<file path="src/rtl/rv32i_operand_fetch.sv">
// RV32I operand fetch: sequences register file reads around the one-clock
// BRAM latency, forwards in-flight writebacks and hands operands to execute.
module rv32i_operand_fetch #(
  parameter int XLEN     = 32,
  parameter int REG_BITS = 5
) (
  input  logic                clk_i,
  input  logic                rst_ni,
  input  logic                req_valid_i,
  output logic                req_ready_o,
  input  logic [REG_BITS-1:0] req_rs1_i,
  input  logic [REG_BITS-1:0] req_rs2_i,
  input  logic                wb_valid_i,
  output logic                wb_ready_o,
  input  logic [REG_BITS-1:0] wb_rd_i,
  input  logic [XLEN-1:0]     wb_data_i,
  output logic [REG_BITS-1:0] rf_rs1_addr_o,
  output logic [REG_BITS-1:0] rf_rs2_addr_o,
  output logic [REG_BITS-1:0] rf_rd_addr_o,
  output logic [XLEN-1:0]     rf_data_o,
  output logic                rf_write_o,
  input  logic [XLEN-1:0]     rf_rs1_i,
  input  logic [XLEN-1:0]     rf_rs2_i,
  output logic                op_valid_o,
  input  logic                op_ready_i,
  output logic [XLEN-1:0]     op_rs1_o,
  output logic [XLEN-1:0]     op_rs2_o
);

  typedef enum logic [1:0] {
    IDLE,
    ADDR,
    DATA,
    VALID
  } state_t;

  state_t state_q;

  logic            fwd1_q;
  logic            fwd2_q;
  logic [XLEN-1:0] fwd1_data_q;
  logic [XLEN-1:0] fwd2_data_q;

  logic            commit;
  logic            hit1;
  logic            hit2;
  logic            req_rdy;
  logic            accept;
  logic [XLEN-1:0] cap1;
  logic [XLEN-1:0] cap2;

  assign wb_ready_o   = rst_ni;
  assign rf_rd_addr_o = wb_rd_i;
  assign rf_data_o    = wb_data_i;
  assign rf_write_o   = wb_valid_i && (wb_rd_i != '0) && rst_ni;
  assign commit       = rf_write_o;

  assign hit1 = commit && (wb_rd_i == rf_rs1_addr_o);
  assign hit2 = commit && (wb_rd_i == rf_rs2_addr_o);

  always_comb begin
    req_rdy = 1'b0;
    unique case (state_q)
      IDLE:    req_rdy = 1'b1;
      VALID:   req_rdy = op_ready_i;
      default: req_rdy = 1'b0;
    endcase
  end

  assign req_ready_o = rst_ni && req_rdy;
  assign accept      = req_valid_i && req_ready_o;

  // x0 wins over everything, then the newest data source
  always_comb begin
    cap1 = rf_rs1_i;
    if (rf_rs1_addr_o == '0) cap1 = '0;
    else if (hit1)           cap1 = wb_data_i;
    else if (fwd1_q)         cap1 = fwd1_data_q;
  end

  always_comb begin
    cap2 = rf_rs2_i;
    if (rf_rs2_addr_o == '0) cap2 = '0;
    else if (hit2)           cap2 = wb_data_i;
    else if (fwd2_q)         cap2 = fwd2_data_q;
  end

  always_ff @(posedge clk_i) begin
    if (!rst_ni) begin
      state_q       <= IDLE;
      op_valid_o    <= 1'b0;
      op_rs1_o      <= '0;
      op_rs2_o      <= '0;
      rf_rs1_addr_o <= '0;
      rf_rs2_addr_o <= '0;
      fwd1_q        <= 1'b0;
      fwd2_q        <= 1'b0;
      fwd1_data_q   <= '0;
      fwd2_data_q   <= '0;
    end else begin
      unique case (state_q)
        IDLE: begin
          if (accept) begin
            rf_rs1_addr_o <= req_rs1_i;
            rf_rs2_addr_o <= req_rs2_i;
            state_q       <= ADDR;
          end
        end
        ADDR: begin
          // the BRAM samples now and misses this commit
          if (hit1) begin
            fwd1_q      <= 1'b1;
            fwd1_data_q <= wb_data_i;
          end
          if (hit2) begin
            fwd2_q      <= 1'b1;
            fwd2_data_q <= wb_data_i;
          end
          state_q <= DATA;
        end
        DATA: begin
          op_rs1_o   <= cap1;
          op_rs2_o   <= cap2;
          fwd1_q     <= 1'b0;
          fwd2_q     <= 1'b0;
          op_valid_o <= 1'b1;
          state_q    <= VALID;
        end
        VALID: begin
          if (hit1) op_rs1_o <= wb_data_i;
          if (hit2) op_rs2_o <= wb_data_i;
          if (op_ready_i) begin
            op_valid_o <= 1'b0;
            if (req_valid_i) begin
              rf_rs1_addr_o <= req_rs1_i;
              rf_rs2_addr_o <= req_rs2_i;
              state_q       <= ADDR;
            end else begin
              state_q <= IDLE;
            end
          end
        end
      endcase
    end
  end

endmodule

</file>
<file path="config.mk">
export PLATFORM = sky130hd
export DESIGN_NAME = rv32i_operand_fetch
export DESIGN_NICKNAME = d
export VERILOG_FILES = /design/src/rtl/rv32i_operand_fetch.sv
export SDC_FILE = /design/constraint.sdc
export NUM_CORES = 1
export LEC_CHECK = 0
export CAP_MARGIN = 20
export CORE_UTILIZATION = 35
export DETAILED_ROUTE_END_ITERATION = 6
export SLEW_MARGIN = 20
export SYNTH_ARGS = -nofsm -noshare
export SYNTH_HDL_FRONTEND = slang
export SYNTH_SLANG_ARGS = --single-unit
</file>
<file path="constraint.sdc">
create_clock -name clk_i -period 2.5 [get_ports clk_i]
set_input_delay 0.25 -clock clk_i [delete_from_list [all_inputs] [get_ports clk_i]]
set_output_delay 0.25 -clock clk_i [all_outputs]
set_load 0.03 [all_outputs]
</file>
==> results_dict.tcl <==
set metrics [dict create \
    gp_congestion 0.816 \
    powerDensity_nw_per_um2 981 \
    syn_nets 842 \
    status "complete, no violations" \
    avgViaCountPerCell 5.43 \
    cts.path.max_buffers 2 \
    seqCellArea_um2 2870 \
    synth_top_cell_by_area "dfxtp_1" \
    fin_cells 1174 \
    syn_inst 721 \
    rsz0062_at_grt "false" \
    drive_gt1_share_pct 14.0 \
    finalHoldViolCount 0 \
    area.growth.synth_to_final_pct 40.6 \
    die_x_um 147 \
    grt_overflow 0 \
    ant_nets 0 \
    fin_crit_ns 2.28 \
    comb_power_share_pct 45.3 \
    core_um2 20400 \
    pin_count 231 \
    holdBufCountCts 0 \
    required_ns 2.25 \
    synth_area_per_cell_um2 10.2 \
    antenna_found_initial 0 \
    htree_num_levels 4 \
    hold_ws_ns 0.0864 \
    cts_tree "yes" \
    netSwitchingFraction_pct 39.8 \
    cts_root_buffer "clkbuf_16" \
    final_nets 1013 \
    ys_ff_latch 143 \
    first_pass_iters 5 \
    synth.area.top_cells "dfxtp_1 39%, mux2i_1 19%, o221a_2 8.0%" \
    yosysUniqueCellTypes 40 \
    synth_area_um2 7340 \
    cp_max_fo 4 \
    hpwl_mm 15.8 \
    multiInputGateArea_um2 3940 \
    dieArea_um2 21600 \
    grt_pass1_vias 6569 \
    port_buffers 230 \
    hold_class "input pin to flip-flop" \
    cts_setup_buffers 0 \
    wl_per_cell_um 20.4 \
    switching_power_w 0.00403 \
    routed_wl_mm 24.0 \
    design_area_um2 10300 \
    grt_pass1_wl_mm 37.1 \
    critPathKind "input pin to output port" \
    vias 6372 \
    synth-edff-count 0 \
    synthDominantCellAreaShare_pct 39.0 \
    insertion_delay_ns 0.42 \
    critPathArrivalTime_ns 2.03 \
    placed_cell_area_um2 9740 \
    die_h_um 147 \
    fmax_mhz 438 \
    cp-end-kind "output port" \
    clk_pin_slew_worst_paths_ns 0.06 \
    seqPwrFrac_pct 30.1 \
    clkPwrFrac_pct 24.5 \
    post-route-drc-count 0 \
    n_antenna_cell 0 \
    ys_seq_area_share_pct 39.0 \
    synth_top_cells_by_count "143 x dfxtp_1, 138 x mux2i_1, 76 x nor2b_1" \
    post-synth-top-count-cell "dfxtp_1" \
    p_leak_nw 3.41 \
    grt_max_degree 117 \
    drv_slew 0 \
    setup_violations 0 \
    relSlewSlack_pct 27.9 \
    async_flop_share_pct 0 \
    post-route-period-util_pct 91.4 \
    cts.sinks 143 \
    fillCellCount 1830 \
    max_slew.worst_pin.slew_ns 1.08 \
    start_util_pct 36.0 \
    first_iter_violations 281 \
    fin_skew_ns 0.00826 \
    synth_ff_type "dfxtp_1" \
    row_count 52 \
    utilization_pct 50.7 \
    dp.cells 1143 \
    internal-power_w 0.00609 \
    drv_cap 0 \
    yosys_warnings 0 \
    tns_ns 0 \
    startpoint_type "input pin" \
    ir_drop_mv 0.628 \
    track_usage_pct 22.2 \
    cts_buffers 17 \
]
[registers in the layout, indices dropped and copies added, names as in the netlist]
name,flops
fwd1_data_q,32
fwd2_data_q,32
op_rs1_o,32
op_rs2_o,32
rf_rs1_addr_o,5
rf_rs2_addr_o,5
state_q,2
fwd1_q,1
fwd2_q,1
op_valid_o,1
[power by group through the flow]
| stage | registers, W | clock network, W | logic, W |
|---|---|---|---|
| floorplan | 0.00379 | 0 | 0.00194 |
| global placement | 0.00309 | 0 | 0.00449 |
| detailed placement | 0.00309 | 0 | 0.00460 |
| CTS | 0.00305 | 0.00254 | 0.00462 |
| global route | 0.00311 | 0.00263 | 0.00486 |
| finish | 0.00305 | 0.00248 | 0.00459 |
[cells by family after synthesis]
group           after synthesis  synth area share [%]
compound gates              210                  23.0
xor+xnor                     10                  1.19
fa+ha+maj                     5                 0.852
buf+inv                     110                  8.35
flops                       143                  39.0
mux                         138                  18.8
simple gates                105                  8.80
[routing by layer]
| metal | track usage (%) | vias to the layer above | wire length [um] |
|---|---|---|---|
| li1 | - | 2978 | - |
| met1 | 27.9 | 3150 | 10600 |
| met2 | 36.8 | 219 | 11500 |
| met3 | 5.75 | 25 | 1390 |
| met4 | 7.60 | 0 | 438 |
| met5 | 0 | - | 0 |
[stage by stage]
stage | setup WS, ns | power [W]
global placement | -0.130 | 0.00757
finish | 0.215 | 0.0101
detailed placement | -0.177 | 0.00769
global route | 0.0449 | 0.0106
floorplan | 0.529 | 0.00573
CTS | 0.0209 | 0.0102
[cell type report]
cell class	instances	area share [%]
inverters	4	0.146
repair buffers	258	25.1
well taps	270	3.27
clock inverters	11	1.13
clock buffers	20	4.43
flip-flops and latches	143	27.8
multi-input cells	468	38.2
[worst paths after layout]
check / endpoint / startpoint / cells past startpoint / slack (ns)
worst max-delay path: rf_write_o / wb_rd_i[1] / 5 / 0.22
worst min register to register: op_valid_o / op_valid_o / 2 / 0.48
worst max register to register: op_rs2_o[17] / rf_rs2_addr_o[3] / 5 / 0.22
worst min-delay path: rf_rs2_addr_o[4] / rst_ni / 2 / 0.09
[critical path, stage by stage]
cell and delay (ns):
clkdlybuf4s50_1 0.50, nor4_1 0.42, a21o_1 0.20, inv_2 0.05, clkdlybuf4s50_1 0.61
[placed cells by master (no fill, tap or decap), types with 5 or more instances in the layout]
| master | count |
|---|---|
| clkdlybuf4s50_1 | 228 |
| dfxtp_1 | 141 |
| mux2i_1 | 138 |
| nor2b_1 | 76 |
| a21oi_1 | 68 |
| o221a_2 | 52 |
| o21a_1 | 32 |
| o31a_1 | 32 |
| buf_4 | 23 |
| clkbuf_16 | 17 |
| o221a_1 | 12 |
| nand2_1 | 10 |
| xnor2_1 | 6 |
| buf_12 | 6 |
| clkinv_2 | 5 |
[repair_timing]
action                                 4_1_cts  5_1_grt
endpoints found under the hold margin        0        0
setup endpoints to repair                    1        1
gates resized for setup                      1        1
pin swaps                                    0        0
(Power assumes the default switching activity.)
